**config.mk**
```make
export PLATFORM = sky130hd
export DESIGN_NAME = time_keeper
export DESIGN_NICKNAME = d
export VERILOG_FILES = /design/src/rtl/time_keeper_pkg.sv /design/src/rtl/mod_counter.sv /design/src/rtl/time_keeper.sv
export SDC_FILE = /design/constraint.sdc
export NUM_CORES = 1
export LEC_CHECK = 0
export ABC_AREA = 1
export ABC_CLOCK_PERIOD_IN_PS = 3500
export CAP_MARGIN = 30
export CORE_ASPECT_RATIO = 0.6
export CORE_UTILIZATION = 35
export DETAILED_ROUTE_END_ITERATION = 7
export GPL_ROUTABILITY_DRIVEN = 1
export PLACE_DENSITY = 0.57
export SLEW_MARGIN = 20
export SYNTH_ARGS = -nofsm -noshare
export SYNTH_HDL_FRONTEND = slang
export SYNTH_HIERARCHICAL = 1
export SYNTH_SLANG_ARGS = --single-unit
```
**constraint.sdc**
```tcl
create_clock -name clk -period 3.5 [get_ports clk]
set_input_delay 0.7 -clock clk [delete_from_list [all_inputs] [get_ports clk]]
set_output_delay 0.7 -clock clk [all_outputs]
set_load 0.1 [all_outputs]
```
**src/rtl/time_keeper_pkg.sv**
```systemverilog
// Shared types and constants for the time_keeper clock/alarm block.
package time_keeper_pkg;

  localparam int unsigned MAX_HOUR    = 23;
  localparam int unsigned MAX_MIN_SEC = 59;
  localparam int unsigned HOUR_W      = 5;
  localparam int unsigned MIN_SEC_W   = 6;

  typedef enum logic [1:0] {
    ST_IDLE   = 2'd0,
    ST_RING   = 2'd1,
    ST_SNOOZE = 2'd2
  } state_e;

endpackage

```
**src/rtl/mod_counter.sv**
```systemverilog
// Binary modulo-N increment stage; carry_c marks the wrap so stages can chain.
module mod_counter #(
  parameter int unsigned W = 6
) (
  input  logic [W-1:0] value,
  input  logic [W-1:0] modulus,
  input  logic         inc,
  output logic [W-1:0] next_c,
  output logic         carry_c
);

  assign carry_c = inc && (value == W'(modulus - W'(1)));
  assign next_c  = carry_c ? '0 : W'(value + W'(inc));

endmodule

```
**src/rtl/time_keeper.sv**
```systemverilog
// Time-of-day counter with range-checked loads and an alarm with ring/snooze timing.
module time_keeper
  import time_keeper_pkg::*;
#(
  parameter int unsigned SNOOZE_SEC = 300,
  parameter int unsigned RING_SEC   = 60
) (
  input  logic                 clk,
  input  logic                 rst,
  input  logic                 tick,
  input  logic                 run,
  input  logic                 set_valid,
  input  logic [HOUR_W-1:0]    set_hour,
  input  logic [MIN_SEC_W-1:0] set_min,
  input  logic [MIN_SEC_W-1:0] set_sec,
  output logic                 set_ready,
  input  logic                 alarm_wr,
  input  logic [HOUR_W-1:0]    alarm_hour,
  input  logic [MIN_SEC_W-1:0] alarm_min,
  input  logic                 alarm_en,
  input  logic                 snooze,
  input  logic                 dismiss,
  output logic [HOUR_W-1:0]    hour,
  output logic [MIN_SEC_W-1:0] min,
  output logic [MIN_SEC_W-1:0] sec,
  output logic                 alarm_ring,
  output logic                 set_err
);

  localparam int unsigned CNT_MAX = (SNOOZE_SEC > RING_SEC) ? SNOOZE_SEC : RING_SEC;
  localparam int unsigned CW      = $clog2(CNT_MAX + 1);

  logic [HOUR_W-1:0]    al_hour;
  logic [MIN_SEC_W-1:0] al_min;
  logic [HOUR_W-1:0]    hour_n;
  logic [MIN_SEC_W-1:0] min_n, sec_n;
  logic                 sec_c, min_c, day_c;
  logic                 set_fire, set_ok, alarm_ok, adv, hour_hit, trig;
  state_e               state, state_nxt;
  logic [CW-1:0]        cnt, cnt_nxt;

  assign set_fire = set_valid && set_ready;
  assign set_ok   = (set_hour <= HOUR_W'(MAX_HOUR)) && (set_min <= MIN_SEC_W'(MAX_MIN_SEC)) &&
                    (set_sec <= MIN_SEC_W'(MAX_MIN_SEC));
  assign alarm_ok = (alarm_hour <= HOUR_W'(MAX_HOUR)) && (alarm_min <= MIN_SEC_W'(MAX_MIN_SEC));
  // A load handshake owns the time registers, so a coincident tick is dropped.
  assign adv      = tick && run && !set_fire;

  mod_counter #(.W(MIN_SEC_W)) u_sec (
    .value(sec), .modulus(MIN_SEC_W'(MAX_MIN_SEC + 1)), .inc(adv),
    .next_c(sec_n), .carry_c(sec_c)
  );
  mod_counter #(.W(MIN_SEC_W)) u_min (
    .value(min), .modulus(MIN_SEC_W'(MAX_MIN_SEC + 1)), .inc(sec_c),
    .next_c(min_n), .carry_c(min_c)
  );
  mod_counter #(.W(HOUR_W)) u_hour (
    .value(hour), .modulus(HOUR_W'(MAX_HOUR + 1)), .inc(min_c),
    .next_c(hour_n), .carry_c(day_c)
  );

  // Alarm fires only when an advance lands on hh:mm:00; a direct load never matches here.
  assign hour_hit = day_c ? (al_hour == '0) : (hour_n == al_hour);
  assign trig     = alarm_en && sec_c && (min_n == al_min) && hour_hit;

  always_ff @(posedge clk or posedge rst) begin
    if (rst) begin
      hour <= '0;
      min  <= '0;
      sec  <= '0;
    end else if (set_fire && set_ok) begin
      hour <= set_hour;
      min  <= set_min;
      sec  <= set_sec;
    end else begin
      hour <= hour_n;
      min  <= min_n;
      sec  <= sec_n;
    end
  end

  always_ff @(posedge clk or posedge rst) begin
    if (rst) begin
      al_hour   <= '0;
      al_min    <= '0;
      set_err   <= 1'b0;
      set_ready <= 1'b1;
    end else begin
      if (alarm_wr && alarm_ok) begin
        al_hour <= alarm_hour;
        al_min  <= alarm_min;
      end
      set_err   <= (set_fire && !set_ok) || (alarm_wr && !alarm_ok);
      set_ready <= 1'b1;
    end
  end

  always_ff @(posedge clk or posedge rst) begin
    if (rst) begin
      state      <= ST_IDLE;
      cnt        <= '0;
      alarm_ring <= 1'b0;
    end else begin
      state      <= state_nxt;
      cnt        <= cnt_nxt;
      alarm_ring <= (state_nxt == ST_RING);
    end
  end

  // Ring/snooze countdown runs on every tick, independent of run.
  always_comb begin
    state_nxt = state;
    cnt_nxt   = cnt;
    case (state)
      ST_IDLE: begin
        if (trig) begin
          state_nxt = ST_RING;
          cnt_nxt   = CW'(RING_SEC);
        end
      end
      ST_RING: begin
        if (dismiss || !alarm_en) begin
          state_nxt = ST_IDLE;
          cnt_nxt   = '0;
        end else if (snooze) begin
          state_nxt = ST_SNOOZE;
          cnt_nxt   = CW'(SNOOZE_SEC);
        end else if (tick) begin
          if (cnt <= CW'(1)) begin
            state_nxt = ST_IDLE;
            cnt_nxt   = '0;
          end else begin
            cnt_nxt = cnt - CW'(1);
          end
        end
      end
      ST_SNOOZE: begin
        if (dismiss || !alarm_en) begin
          state_nxt = ST_IDLE;
          cnt_nxt   = '0;
        end else if (tick) begin
          if (cnt <= CW'(1)) begin
            state_nxt = ST_RING;
            cnt_nxt   = CW'(RING_SEC);
          end else begin
            cnt_nxt = cnt - CW'(1);
          end
        end
      end
      default: begin
        state_nxt = ST_IDLE;
        cnt_nxt   = '0;
      end
    endcase
  end

endmodule
```
==> results.md <==
* Vias after detailed routing at 3424
* Clock Path Buffers at 2
* Total of endpoints with negative setup slack in the final report at 0
* Core footprint at 0.00932 mm²
* Number of antenna-violating nets in the routed design at 0
* DP Area at 0.00448 mm²
* Routed wire length per instance at 11.3 µm
* Number of distinct standard cells referenced by the synthesized netlist at 36
* Endpoint required time on the critical path at 3720 ps
* Number of remaining DRC errors at 0
* RSZ-0062 raised after global routing: true
* Primary FF master, synth: sky130_fd_sc_hd__dfrtp_1
* Initial antenna violation count at 0
* Number of max-capacitance violations reported at 0
* Area growth from synthesis to layout at 40.8%
* Design Power at 1.86 mW
* Fill cells at 918
* Hold WC Path Type: reg -> reg
* Final number of max-transition violations at 0
* Setup CP Type: in -> reg
* Number of clock sinks seen by CTS at 41
* Post-Syn Area per Cell at 6.62 µm²
* DIE HEIGHT at 78.6 µm
* First-pass GRT wire length at 15000 µm
* Worst skew pair latency at 280 ps
* Count of routing violations after the opening detailed-route iteration at 170
* Final setup margin at 156 ps
* Sort of element at the end of the critical path: flip-flop
* Routability-driven placement congestion ratio at 0.858
* Maximum achievable frequency at 299 MHz
* Share of flip-flops with an asynchronous set or reset after synthesis at 100%
* Fin Clk Skew at 7.65 ps
* Post-layout net count at 701
* Yosys warning total at 6
* CTS tree: yes
* Share of the cycle needed by the critical path after routing at 95.5%
* Floorplan die width at 130 µm
* Synthesized instance count at 517
* Worst rel slew slack at 34.7%
* Worst ir drop on vdd at 0.241 mV
* Post-synth design cell area at 0.00342 mm²
* GRT Residual Overflow at 0
* Clock buffer count from CTS at 5
* Die area at 0.0102 mm²
* Port Buffers at 55
* Sequential fraction of the synthesis area at 30.0%
* Number of antenna diodes at 0
* Nature of the critical path startpoint: primary input
* Multi-input logic area at 0.00236 mm²
* Largest net degree at the start of global routing at 35
* Master cell of the clock root buffer: sky130_fd_sc_hd__clkbuf_16
* Post-route design area at 0.00482 mm²
* P_leak at 2.50 nW
* DP Wirelength at 7250 µm
* Effective utilization at floorplan at 36.7%
* Post-synth EDFFs at 0
* Max Fanout on Critical Path at 6
* Tightest Pin Transition at 977 ps
* IO Count at 57
* Outcome: completed
* Crit path DAT at 3560 ps
* Final critical-path required period at 3340 ps
* Count of H-tree levels built during CTS at 2
* Area taken by flip-flops and latches at 0.00103 mm²
* DR vias/cell at 4.37
* FF+latch count, synth at 41
* Number of rows created at floorplan at 27
* Worst setup timing slack at the placement stage at -642 ps
* Number of detailed-routing iterations run before antenna repair at 4
* Hold-critical path depth at 2
* Clock transition at the register clock pins on the worst setup and hold paths after CTS at 60 ps
* Number of hold violations in the final report at 0
* Global-route usage over all layers at 18.8%
* Power density over the cells at 385 mW/mm²
* Via count of the first global-routing pass at 3193
* Total wire length after detailed routing at 8850 µm
* Share of layout cells above drive strength 1 at 21.1%
* Register-to-Register Path Depth at 27
==> metrics by stage <==
step,TNS (ps),instances,hold slack [ps],utilization (%)
floorplan,0,565,498,-
global placement,-5940,764,524,47.9
detailed placement,-6960,765,530,48.1
CTS,0,779,540,50.8
global route,-750,784,567,51.7
finish,0,784,536,51.7
==> repair_timing <==
| item | in CTS | in global routing |
|---|---|---|
| endpoints found under the setup margin | 11 | 11 |
| pin swaps | 20 | 22 |
| gates resized for setup | 19 | 20 |
| setup buffers | 4 | 5 |
| gates cloned | 2 | 0 |
| hold buffers | 0 | 0 |
==> logic make-up after synthesis <==
group | count (synthesis) | share of synthesized area [%]
AO/OA/AOI/OAI | 52 | 7.93
adder cells (fa/ha/maj) | 11 | 4.02
buffers and inverters | 96 | 10.8
XOR/XNOR | 28 | 7.16
multiplexers | 2 | 0.658
flip-flops | 41 | 30.0
other | 2 | 0.219
AND/OR/NAND/NOR | 285 | 39.3
==> worst paths after layout <==
kind	startpoint	slack (ps)	end
max in group asynchronous	rst	2160	al_min[3]
min	al_min[1]	540	al_min[1]
max	run	160	cnt[7]
min in group asynchronous	rst	690	alarm_ring
min reg2reg	al_min[1]	540	al_min[1]
max reg2reg	sec[1]	310	cnt[7]
==> cells in the final DEF, fill, tap and decap left out, types with 2 or more instances in the layout <==
cell type and n:
sky130_fd_sc_hd__nor2_4 12, sky130_fd_sc_hd__o21ai_0 21, sky130_fd_sc_hd__nand2_4 3, sky130_fd_sc_hd__nor2_1 39, sky130_fd_sc_hd__nor2_2 12, sky130_fd_sc_hd__nand4_1 2, sky130_fd_sc_hd__buf_6 2, sky130_fd_sc_hd__nand3b_1 2
sky130_fd_sc_hd__ha_4 2, sky130_fd_sc_hd__clkbuf_8 2, sky130_fd_sc_hd__a21oi_1 21, sky130_fd_sc_hd__clkbuf_16 5, sky130_fd_sc_hd__inv_1 81, sky130_fd_sc_hd__conb_1 50, sky130_fd_sc_hd__xnor2_1 10, sky130_fd_sc_hd__nand3_2 5
sky130_fd_sc_hd__or2_0 2, sky130_fd_sc_hd__and2_4 2, sky130_fd_sc_hd__xor2_1 17, sky130_fd_sc_hd__mux2_2 2, sky130_fd_sc_hd__nor3_2 2, sky130_fd_sc_hd__clkdlybuf4s50_1 42, sky130_fd_sc_hd__ha_1 9, sky130_fd_sc_hd__nand2_1 139
sky130_fd_sc_hd__dfrtp_1 35, sky130_fd_sc_hd__buf_4 39, sky130_fd_sc_hd__nand2_2 24, sky130_fd_sc_hd__nand3_1 36, sky130_fd_sc_hd__dfrtp_2 6, sky130_fd_sc_hd__o21ai_1 5, sky130_fd_sc_hd__inv_2 8
==> state kept, by name, summed over array words and instances (netlist names) <==
name	count
alarm_ring	1
cnt	9
set_err	1
sec	6
hour	5
state	2
min	6
al_min	6
al_hour	5
==> synthesized netlist by cell type (4+ instances only) <==
cell type	instances	share of area (%)
sky130_fd_sc_hd__a21oi_1	21	3.1
sky130_fd_sc_hd__xnor2_1	10	2.6
sky130_fd_sc_hd__nor2_1	46	5.0
sky130_fd_sc_hd__xor2_1	18	4.6
sky130_fd_sc_hd__nand3_1	38	5.6
sky130_fd_sc_hd__o21ai_1	4	0.58
sky130_fd_sc_hd__inv_2	8	0.88
sky130_fd_sc_hd__dfrtp_1	41	30
sky130_fd_sc_hd__ha_1	11	4.0
sky130_fd_sc_hd__nand3_2	4	1.2
sky130_fd_sc_hd__nor2_4	9	3.0
sky130_fd_sc_hd__nand2_2	12	2.2
sky130_fd_sc_hd__nor2_2	8	1.5
sky130_fd_sc_hd__o21ai_0	23	3.4
sky130_fd_sc_hd__buf_2	4	0.58
sky130_fd_sc_hd__nand2_1	151	17
sky130_fd_sc_hd__inv_1	81	8.9
==> routing by layer <==
metal  GRT usage (%)  wire length [µm]  vias up
met1            27.5              4710     1526
met5               0                 0        -
met4            2.44                29        0
li1                -                 -     1818
met3            3.41               397        4
met2            29.3              3720       76
==> power breakdown <==
part           internal (mW)  leakage, nW  total, mW  switching, mW
sequential             0.529        0.502      0.603         0.0740
combinational          0.257         1.92      0.772          0.515
clock                  0.302       0.0799      0.484          0.182
==> layout make-up <==
class	count	area share, %
timing repair buffer	86	16.1
sequential	41	21.4
multi-input combinational	430	48.9
clock inverter	1	0.104
tap	130	3.37
inverter	89	6.93
clock buffer	7	3.16
==> worst max-delay path: stages <==
cell and delay [ps]:
sky130_fd_sc_hd__buf_6 70, sky130_fd_sc_hd__nand2_2 40, sky130_fd_sc_hd__nor2_2 110, sky130_fd_sc_hd__nand3_1 90
sky130_fd_sc_hd__nor2_2 140, sky130_fd_sc_hd__nand2_2 70, sky130_fd_sc_hd__nor2_4 100, sky130_fd_sc_hd__and2_4 160
sky130_fd_sc_hd__nand3_2 50, sky130_fd_sc_hd__nor2_1 100, sky130_fd_sc_hd__nand2_1 90, sky130_fd_sc_hd__nor2_4 110
sky130_fd_sc_hd__and2_4 170, sky130_fd_sc_hd__ha_4 140, sky130_fd_sc_hd__ha_4 140, sky130_fd_sc_hd__nand3_4 80
sky130_fd_sc_hd__xor2_2 160, sky130_fd_sc_hd__nor2_2 140, sky130_fd_sc_hd__inv_1 50, sky130_fd_sc_hd__nand2_1 50
sky130_fd_sc_hd__nand2_1 40, sky130_fd_sc_hd__nor2_1 90, sky130_fd_sc_hd__nand3_1 80, sky130_fd_sc_hd__nand2_2 130
sky130_fd_sc_hd__nand4_4 150, sky130_fd_sc_hd__nand2_4 160, sky130_fd_sc_hd__nand2_2 70, sky130_fd_sc_hd__nand2_2 70
Note: power is estimated with default switching activity, not from simulation.
==> RTL change 1: new RTL, same flow settings <==
Re-encode `state_e` (3 states) as one-hot, 3 bits wide.
--- a/src/rtl/time_keeper_pkg.sv
+++ b/src/rtl/time_keeper_pkg.sv
@@ -7,8 +7,8 @@
   localparam int unsigned MIN_SEC_W   = 6;
 
-  typedef enum logic [1:0] {
-    ST_IDLE   = 2'd0,
-    ST_RING   = 2'd1,
-    ST_SNOOZE = 2'd2
+  typedef enum logic [2:0] {
+    ST_IDLE   = 3'b001,
+    ST_RING   = 3'b010,
+    ST_SNOOZE = 3'b100
   } state_e;
 
Behaviour: no difference found for any inputs over 10 cycles, from zero or initial values and one cycle with rst high; not proved beyond that.
==> RTL change 1 against the unedited design <==
Synthesized area shrank 0.11%; global-route usage shrank 0.68 points; non-clock buffer count shrank 5; wire length shrank 2.6%; sequential power grew 5.6%; hold slack lost 0.028 ns; final area shrank 0.70%; sequential cell count grew 1; worst setup slack lost 0.0014 ns; total power grew 1.2%.
==> RTL change 1: results (changes against the unedited design) <==
status: complete, no violations
Area contributors post-synth: dfrtp_1, nand2_1, inv_1
FF-to-FF setup slack: 0.26 ns (-0.05 ns)
Cell variety after synth: 38 (+5.6%)
hpwl dp: 6860 µm (-5.3%)
placed cell count: 762 (-0.39%)
Slew HR: 35.1% (+0.44 points)
Post-synth top cells: nand2_1, inv_1, nor2_1, nand3_1, dfrtp_1
Hold Startpoint: cnt[1]
initial DRC count: 225 (+32%)
syn_area_per_cell: 6.68 µm² (+0.87%)
Worst Hold Path EP: cnt[1]
slowest stage delay, CP: 0.26 ns (+0.09 ns)
FF-to-FF End: cnt[1]
setup bufs post-CTS: 1 (-3)
post-CTS sizing: 5 (-14)
ratio of cells with drive above 1 in the final layout: 19.8% (-1.3 points)
Post-Syn Area: 3420 µm² (-0.11%)
Arrival @ worst endpoint: 3.57 ns (about the same)
final WL: 8630 µm (-2.6%)
Via density: 4.34 (-0.56%)
Multi-input gate area: 2350 µm² (-0.26%)
gpl congestion: 0.892 (+3.9%)
GRT Total Usage: 18.2% (-0.68 points)
static leakage: 2.43 nW (-2.8%)
dpl ws: -0.627 ns (+0.0153 ns)
Placed Area: 4490 µm² (+0.31%)
nets: 693 (-1.1%)
vias in the first global route: 3103 (-2.8%)
first-pass GRT wire length: 14300 µm (-4.7%)
FILL cells: 955 (+4.0%)
Min-Delay Path Class: flip-flop to flip-flop
Worst path slowest cell: nor2_4
R2R cell count: 26 (-3.7%)
worst hold slack: 0.508 ns (-0.0278 ns)
VDD IR-drop max: 0.000188 V (-22%)
RTL change 1: changes by cell type after synthesis, moves of 2 or more:
cell,delta
o21ai_1,-3
nand4_1,+4
a21oi_1,+2
inv_4,+3
nand3_1,+5
inv_1,-3
nand3_2,-4
nor2_1,+2
nand2_1,-5
clkbuf_1,-2
nor2_2,-3
nand2_2,-3
nor2_4,-2
RTL change 1: kinds of logic (layout without fill, tap and decap cells):
family	after synthesis	in the layout	share of synthesized area, %
buffers and inverters	95	179	10.9
DFF	42	42	30.8
and+or+nand+nor	278	280	37.4
adders and majority gates	11	11	4.02
other	2	50	0.220
muxes	3	3	0.987
xor gates and xnor gates	29	29	7.42
AOI/OAI and AO/OA	52	52	8.30
RTL change 1: final cells by class:
| type | count | share of cell area, % |
|---|---|---|
| clock buffers | 6 | 2.69 |
| repair buffers | 81 | 15.2 |
| flip-flops and latches | 42 | 22.1 |
| inverters | 90 | 7.21 |
| multi-input cells | 425 | 49.1 |
| well taps | 130 | 3.40 |
| clock inverters | 2 | 0.209 |
RTL change 1: worst max path at each step:
stage               start      to  slack (ns)  cells past startpoint
floorplan             run  cnt[6]       0.005                     28
detailed placement   tick  cnt[8]       -0.63                     29
global route         tick  cnt[1]        -0.1                     27
finish               tick  cnt[1]        0.15                     27
CTS                  tick  cnt[8]        0.07                     29
global placement     tick  cnt[6]       -0.55                     29
RTL change 1: power by group:
group / leakage (nW) / internal [mW] / switching [mW]
clock network: 0.0706 / 0.262 / 0.192
registers: 0.506 / 0.550 / 0.0864
logic: 1.86 / 0.265 / 0.525
RTL change 1: layer usage:
metal  vias up  GRT usage [%]  part of all wire (%)
li1       1807              -                     -
met1      1508           26.2                    54
met2        43           27.3                    42
met3        12           3.34                   2.8
met4         0           5.00                   1.3
met5         -              0                     0
==> RTL change 2: new RTL, same flow settings <==
Without the edit above. `RING_SEC`: 60 -> 90.
--- a/src/rtl/time_keeper.sv
+++ b/src/rtl/time_keeper.sv
@@ -4,5 +4,5 @@
 #(
   parameter int unsigned SNOOZE_SEC = 300,
-  parameter int unsigned RING_SEC   = 60
+  parameter int unsigned RING_SEC   = 90
 ) (
   input  logic                 clk,
Function: same outputs for any inputs over 10 cycles, from zero or initial values and one cycle with rst high; that may be too few to reach the edited logic, so the function may still have changed.
==> RTL change 2 against the unedited design <==
Wire length is 5.2% lower; worst setup slack better by 0.069 ns; sequential cell count did not move; via count decreased by 5.5%; critical path type unchanged; register-to-register slack improved by 0.02 ns; highest routed layer unchanged; final area decreased by 3.3%; total power increased by 2.5%; synthesized area down 4.0%; critical endpoint is now cnt[5].
==> RTL change 2: results (changes against the unedited design) <==
status: complete, no violations
Synth Instances: 492 (-4.8%)
Area contributors post-synth: dfrtp_1, nand2_1, inv_1
initial antenna violation count: 0 (unchanged)
Worst path slowest cell: and2_4
Clock transition at path regs: 0.06 ns (about the same)
initial DRC count: 110 (-35%)
pin count of the biggest net entering global routing: 35 (unchanged)
Post-synth top cells: nand2_1, inv_1, nor2_1, dfrtp_1, nand3_1
critical path's top delay family: simple AND/OR/NAND/NOR gates
Worst Hold Path EP: al_min[3]
Most flops, register: cnt
FILL cells: 896 (-2.4%)
gpl congestion: 0.844 (-1.6%)
VDD IR-drop max: 0.000238 V (-1.6%)
reg-to-reg critical path startpoint: sec[1]
Via density: 4.29 (-1.8%)
nets: 675 (-3.7%)
static leakage: 2.38 nW (-5.0%)
worst hold slack: 0.542 ns (+0.00644 ns)
GRT Total Usage: 18.4% (-0.46 points)
ratio of cells with drive above 1 in the final layout: 18.9% (-2.2 points)
drt pass-1 iters: 4 (unchanged)
FF-to-FF setup slack: 0.33 ns (+0.02 ns)
largest fanout on the critical path: 6 (unchanged)
first-pass GRT wire length: 14200 µm (-5.6%)
CP Launch Point: run
slowest stage delay, CP: 0.17 ns (about the same)
Worst Hold Depth: 2 (unchanged)
R2R cell count: 28 (+3.7%)
final WL: 8390 µm (-5.2%)
# diodes: 0 (unchanged)
Avg WL per Cell: 11.1 µm (-1.5%)
# H-tree levels: 2 (unchanged)
placed cell count: 738 (-3.5%)
clk_lat worst skew: 0.29 ns
Arrival @ worst endpoint: 3.45 ns (-0.11 ns)
FF-to-FF End: cnt[5]
Cell variety after synth: 32 (-11%)
Hold Startpoint: al_min[3]
Synth Flop Type: dfrtp_1
Seq/Total Area, Yosys: 31.2% (+1.3 points)
Placed Area: 4330 µm² (-3.3%)
Slew HR: 34.7% (+0.061 points)
clock skew: 0.00443 ns (-0.00322 ns)
hpwl dp: 6690 µm (-7.7%)
Port Buffers: 55 (unchanged)
vias in the first global route: 3016 (-5.5%)
CTS Buf Count: 5 (unchanged)
[RTL change 2: tightest hold or removal path, stage by stage, from the launching register on]
cell	delay [ns]
dfrtp_1	0.32
inv_1	0.06
a21oi_1	0.12
[RTL change 2: timing repair]
action	CTS	global route
hold buffers	0	0
pin swaps	22	19
endpoints found under the hold margin	0	0
cloned	2	0
setup buffers	4	1
gates resized for setup	15	25
setup endpoints to repair	11	11
[RTL change 2: worst max path at each step]
| stage | slack, ns | to |
|---|---|---|
| 6_report | 0.23 | cnt[5] |
| 5_1_grt | -0.05 | cnt[0] |
| 3_3_place_gp | -0.53 | cnt[2] |
| 2_1_floorplan | 0.005 | cnt[2] |
| 4_1_cts | 0.12 | cnt[5] |
| 3_5_place_dp | -0.59 | cnt[2] |
[RTL change 2: cells by family (layout without fill, tap and decap cells)]
family / Yosys count / after routing / share of synthesized area, %
mux: 4 / 4 / 1.37
flops: 41 / 41 / 31.2
other cells: 2 / 50 / 0.228
simple gates: 275 / 277 / 37.3
buf+inv: 79 / 165 / 9.36
fa+ha+maj: 11 / 11 / 4.19
xor+xnor: 28 / 28 / 7.46
compound gates: 52 / 52 / 8.83
[RTL change 2: cell type report]
type,count,share of cell area (%)
Clock buffer,5,2.68
Clock inverter,3,0.992
Inverter,74,5.95
Multi-Input combinational cell,422,48.9
Sequential cell,41,22.2
Tap cell,126,3.38
Timing Repair Buffer,83,15.9
[RTL change 2: metal layers]
metal | vias to the layer above | track usage [%] | part of all wire (%) | wire (µm)
li1 | 1750 | - | - | -
met1 | 1417 | 27.5 | 55 | 4610
met2 | 60 | 27.0 | 39 | 3310
met3 | 7 | 4.19 | 5.2 | 436
met4 | 0 | 2.98 | 0.43 | 36
met5 | - | 0 | 0 | 0
[RTL change 2: where the power goes]
group	internal (mW)	switching, mW	leakage [nW]	total (mW)
Sequential	0.534	0.0821	0.484	0.616
Clock	0.338	0.200	0.0800	0.538
Combinational	0.254	0.497	1.82	0.751
[RTL change 2: through the flow]
stage                     utilization (%)  TNS (ns)  worst slack, ns
after floorplan                         -         0          0.00525
after global placement               49.1     -5.71           -0.532
after detailed placement             49.1     -6.40           -0.591
after CTS                            52.0         0            0.123
after global routing                 52.9    -0.200          -0.0467
final                                52.9         0            0.225
